<file path="src/rtl/serial_add_ctrl.sv">
// Bit-serial adder sequencer: streams two WIDTH-bit operands LSB-first through a 1-bit full-adder slice.
// Optional carry-in port enabled by defining SERIAL_ADD_CIN_EN.
module serial_add_ctrl #(
    parameter int WIDTH = 8
) (
    input  logic             clk,
    input  logic             reset_n,
    input  logic             start,
    input  logic [WIDTH-1:0] a_in,
    input  logic [WIDTH-1:0] b_in,
`ifdef SERIAL_ADD_CIN_EN
    input  logic             cin,
`endif
    output logic             busy,
    output logic             done,
    output logic [WIDTH-1:0] sum,
    output logic             cout
);

    localparam int CNT_W = (WIDTH > 1) ? $clog2(WIDTH) : 1;
    localparam logic [CNT_W-1:0] LAST_BIT = CNT_W'(WIDTH - 1);

    typedef enum logic [1:0] {
        IDLE = 2'd0,
        RUN  = 2'd1,
        DONE = 2'd2
    } state_t;

    state_t           state;
    logic [WIDTH-1:0] a_sh;
    logic [WIDTH-1:0] b_sh;
    logic [WIDTH-2:0] psum_hi;
    logic             carry;
    logic [CNT_W-1:0] cnt;

    logic [1:0]       slice_y;
    logic [WIDTH-1:0] psum_next;
    logic             start_carry;

    // Full-adder slice: {carry, sum} = a + b + c.
    always_comb begin
        slice_y   = {1'b0, a_sh[0]} + {1'b0, b_sh[0]} + {1'b0, carry};
        psum_next = {slice_y[0], psum_hi};
    end

`ifdef SERIAL_ADD_CIN_EN
    assign start_carry = cin;
`else
    assign start_carry = 1'b0;
`endif

    // Handshake: start is sampled only in IDLE; busy is high for the WIDTH
    // cycles of RUN; done pulses for one cycle with sum/cout already valid.
    // Requests seen in RUN or DONE are dropped, never queued.
    always_ff @(posedge clk or negedge reset_n) begin
        if (!reset_n) begin
            state   <= IDLE;
            a_sh    <= '0;
            b_sh    <= '0;
            psum_hi <= '0;
            carry   <= 1'b0;
            cnt     <= '0;
            busy    <= 1'b0;
            done    <= 1'b0;
            sum     <= '0;
            cout    <= 1'b0;
        end else begin
            case (state)
                IDLE: begin
                    done <= 1'b0;
                    if (start) begin
                        a_sh    <= a_in;
                        b_sh    <= b_in;
                        psum_hi <= '0;
                        carry   <= start_carry;
                        cnt     <= '0;
                        busy    <= 1'b1;
                        state   <= RUN;
                    end
                end
                RUN: begin
                    a_sh    <= a_sh >> 1;
                    b_sh    <= b_sh >> 1;
                    psum_hi <= psum_next[WIDTH-1:1];
                    carry   <= slice_y[1];
                    cnt     <= cnt + CNT_W'(1);
                    if (cnt == LAST_BIT) begin
                        // Result registers load only here so sum never shows partial values.
                        sum   <= psum_next;
                        cout  <= slice_y[1];
                        busy  <= 1'b0;
                        done  <= 1'b1;
                        state <= DONE;
                    end
                end
                DONE: begin
                    done  <= 1'b0;
                    state <= IDLE;
                end
                default: begin
                    busy  <= 1'b0;
                    done  <= 1'b0;
                    state <= IDLE;
                end
            endcase
        end
    end

endmodule

</file>
<file path="config.mk">
export PLATFORM = sky130hd
export DESIGN_NAME = serial_add_ctrl
export DESIGN_NICKNAME = d
export VERILOG_FILES = /design/src/rtl/serial_add_ctrl.sv
export SDC_FILE = /design/constraint.sdc
export NUM_CORES = 1
export LEC_CHECK = 0
export ABC_CLOCK_PERIOD_IN_PS = 3700
export CELL_PAD_IN_SITES_DETAIL_PLACEMENT = 1
export CELL_PAD_IN_SITES_GLOBAL_PLACEMENT = 2
export CORE_UTILIZATION = 37
export CTS_CLUSTER_SIZE = 30
export DETAILED_ROUTE_END_ITERATION = 7
export PLACE_DENSITY = 0.86
export SYNTH_ARGS = -nofsm -noshare
export SYNTH_HDL_FRONTEND = slang
export SYNTH_SLANG_ARGS = --single-unit
</file>
<file path="constraint.sdc">
create_clock -name clk -period 3.7 [get_ports clk]
set_clock_uncertainty 0.15 [all_clocks]
set_input_delay 0.925 -clock clk [delete_from_list [all_inputs] [get_ports clk]]
set_output_delay 0.925 -clock clk [all_outputs]
set_load 0.005 [all_outputs]
</file>
==> impl_metrics.py <==
metrics = {
    "setup_path": {
        "r2r_end": "b_sh[1]",
        "arrival_ps": 2400,
        "ff2ff_path_depth": 3,
        "critical_path_class": "input pin to flop",
        "crit_fanout": 19,
        "crit_path_start_kind": "input pin",
        "end_kind": "flop",
        "rr_startpoint": "state[1]",
        "worstPathRequired_ps": 3780,
        "r2r_setup_slack_ps": 2000,
    },
    "sta": {
        "period_share_pct": 62.7,
        "whs_ps": 359,
        "rsz0062_at_grt": "no",
        "fin_crit_ps": 2320,
        "setup_slack_ps": 1380,
        "finalSetupViolations": 0,
        "drv_slew": 0,
        "slew_headroom_pct": 40.2,
        "max_freq_ghz": 0.431,
        "worst_pin_slew_ps": 897,
        "finalHoldViolCount": 0,
        "fin_tns_setup_ps": 0,
    },
    "cells_and_area": {
        "drive_gt1_share_pct": 13.6,
        "diodes": 0,
        "nets": 190,
        "area_growth_pct": 24.5,
    },
    "power_and_ir_drop": {
        "vdd_drop_max_v": 0.000347,
        "leakagePower_uw": 0.000943,
        "p_per_area_mw_per_mm2": 841,
    },
    "hold_path": {
        "hold_start": "psum_hi[0]",
        "hold_path_end": "psum_hi[0]",
        "hp-class": "flop to flop",
        "min_path_cells": 1,
    },
    "synthesis": {
        "ys_seq_area_share_pct": 58.5,
        "synth.cell_area_mm2": 0.00171,
        "ys.flop_type": "dfrtp_1",
        "synthCells": 141,
        "async_flop_share_pct": 100,
        "syn_nets": 163,
        "synth_most_common_cell": "dfrtp_1",
        "syn_avg_cell_area_um2": 12.1,
        "synth_top_area_share_pct": 58.5,
        "ys_types": 21,
        "synth_enable_flop_cells": 0,
        "ys_top_cells_by_area": "dfrtp_1 (59%), o22ai_1 (10%), mux2_4 (7.9%)",
        "yosysTopAreaCell": "dfrtp_1",
        "yosysWarnings": 0,
        "synth-seq-cells": 40,
        "synth_common_cells": "dfrtp_1 (40), o22ai_1 (28), a21oi_1 (15)",
    },
    "route": {
        "wirelength_mm": 3.86,
        "num_vias": 1226,
        "drtIter0Drc": 84,
        "vias_per_cell": 5.55,
        "drc": 0,
        "routedWlPerCell_um": 17.5,
        "detail-route-antenna-nets": 0,
        "first_pass_iters": 4,
    },
    "grt": {
        "grt_pass1_vias": 1379,
        "grt.overflow.total": 0,
        "grt_usage_pct": 17.5,
        "grt_max_degree": 41,
        "grt_pass1_wl_mm": 6.80,
        "grt_antenna_before_repair": 0,
    },
    "place": {
        "io_buffers": 29,
        "place_ws_ps": 1090,
        "place_hpwl_mm": 2.52,
        "place_congestion": 0.769,
    },
    "floorplanning": {
        "fp-row-count": 24,
        "ios": 30,
        "core_mm2": 0.00438,
        "die_h_um": 70.0,
        "fp.dieW_um": 70.0,
        "dieArea_mm2": 0.00490,
        "start_util_pct": 39.0,
    },
    "cts": {
        "cts.reportedPaths.clkPinSlew_ps": 90,
        "ctsResizeCount": 0,
        "clkLatencyLatePin_ps": 290,
        "htreeDepth": 2,
        "cts_max_path_buffers": 2,
        "cts_tree": "done",
        "clock_sinks": 40,
        "root_buffer": "clkbuf_8",
        "hold_buffers": 0,
        "post_cts_buffers": 0,
        "numCtsBuffers": 5,
    },
    "run_status": {
        "status": "complete, no violations",
    },
    "run": {
        "drv_cap": 0,
    },
}
## layer usage
| metal | track usage, % | part of all wire, % | up-vias |
|---|---|---|---|
| met5 | 0 | 0 | - |
| met4 | 4.00 | 0.47 | 0 |
| met3 | 4.76 | 3.8 | 2 |
| met2 | 27.2 | 47 | 30 |
| met1 | 24.5 | 49 | 610 |
| li1 | - | - | 584 |
## power breakdown
part / total, uW / leakage (uW) / switching [uW] / internal, uW
sequential: 788 / 0.000490 / 157 / 631
combinational: 633 / 0.000394 / 279 / 354
clock: 369 / 0.0000583 / 166 / 203
## state kept, by name, summed over array words and instances (netlist names)
register,cells
cnt,3
a_sh,8
cout,1
state,2
carry,1
done,1
b_sh,8
psum_hi,7
sum,8
busy,1
## worst max-delay path by stage
| stage | startpoint | end | slack, ps |
|---|---|---|---|
| floorplan | start | a_sh[1] | 1850 |
| finish | start | psum_hi[4] | 1380 |
| CTS | start | psum_hi[4] | 1380 |
| global route | start | a_sh[3] | 1270 |
| detailed placement | start | psum_hi[3] | 1090 |
| global placement | start | psum_hi[5] | 1130 |
## cell type report
class / count / area [um^2]
Tap cell: 52 / 65.1
Sequential cell: 40 / 1000
Multi-Input combinational cell: 88 / 643
Clock inverter: 3 / 47.5
Fill cell: 485 / 2250
Timing Repair Buffer: 30 / 293
Inverter: 3 / 11.3
Clock buffer: 5 / 68.8
## stage by stage
step	instance area (um^2)	util, %	std cells	total power, uW
after floorplan	1710	-	141	1200
after global placement	2010	45.9	213	1380
after detailed placement	2010	45.9	213	1430
after CTS	2130	48.6	221	1810
after global routing	2130	48.6	221	1930
final	2130	48.6	221	1790
## cell usage in the layout, fill, tap and decap left out
master / netlist / layout
a21oi_1: 15 / 15
a22o_1: 10 / 10
buf_2: 5 / 1
buf_4: 3 / 1
bufinv_16: 0 / 1
clkbuf_8: 0 / 5
clkdlybuf4s50_1: 0 / 28
clkinv_4: 0 / 2
dfrtp_1: 40 / 40
fa_1: 1 / 1
ha_1: 2 / 2
inv_1: 1 / 1
inv_2: 2 / 2
mux2_4: 9 / 9
nand2_1: 5 / 5
nand2_4: 1 / 1
nand2b_1: 2 / 2
nor2_1: 5 / 5
nor2b_1: 2 / 2
nor2b_4: 1 / 1
o21ai_0: 6 / 6
o21bai_1: 1 / 1
o22ai_1: 28 / 28
## cell families after synthesis
logic type               after synthesis  share of synthesized area [%]
AO/OA/AOI/OAI                         60                           21.9
adder cells (fa/ha/maj)                3                           2.63
buffers and inverters                 13                           3.88
flip-flops                            40                           58.5
multiplexers                           9                           7.90
AND/OR/NAND/NOR                       16                           5.12
## worst max-delay path, stage by stage
cell and delay [ps]:
clkdlybuf4s50_1 390, buf_4 200, o21bai_1 620, a22o_1 250
(Power assumes the default switching activity.)
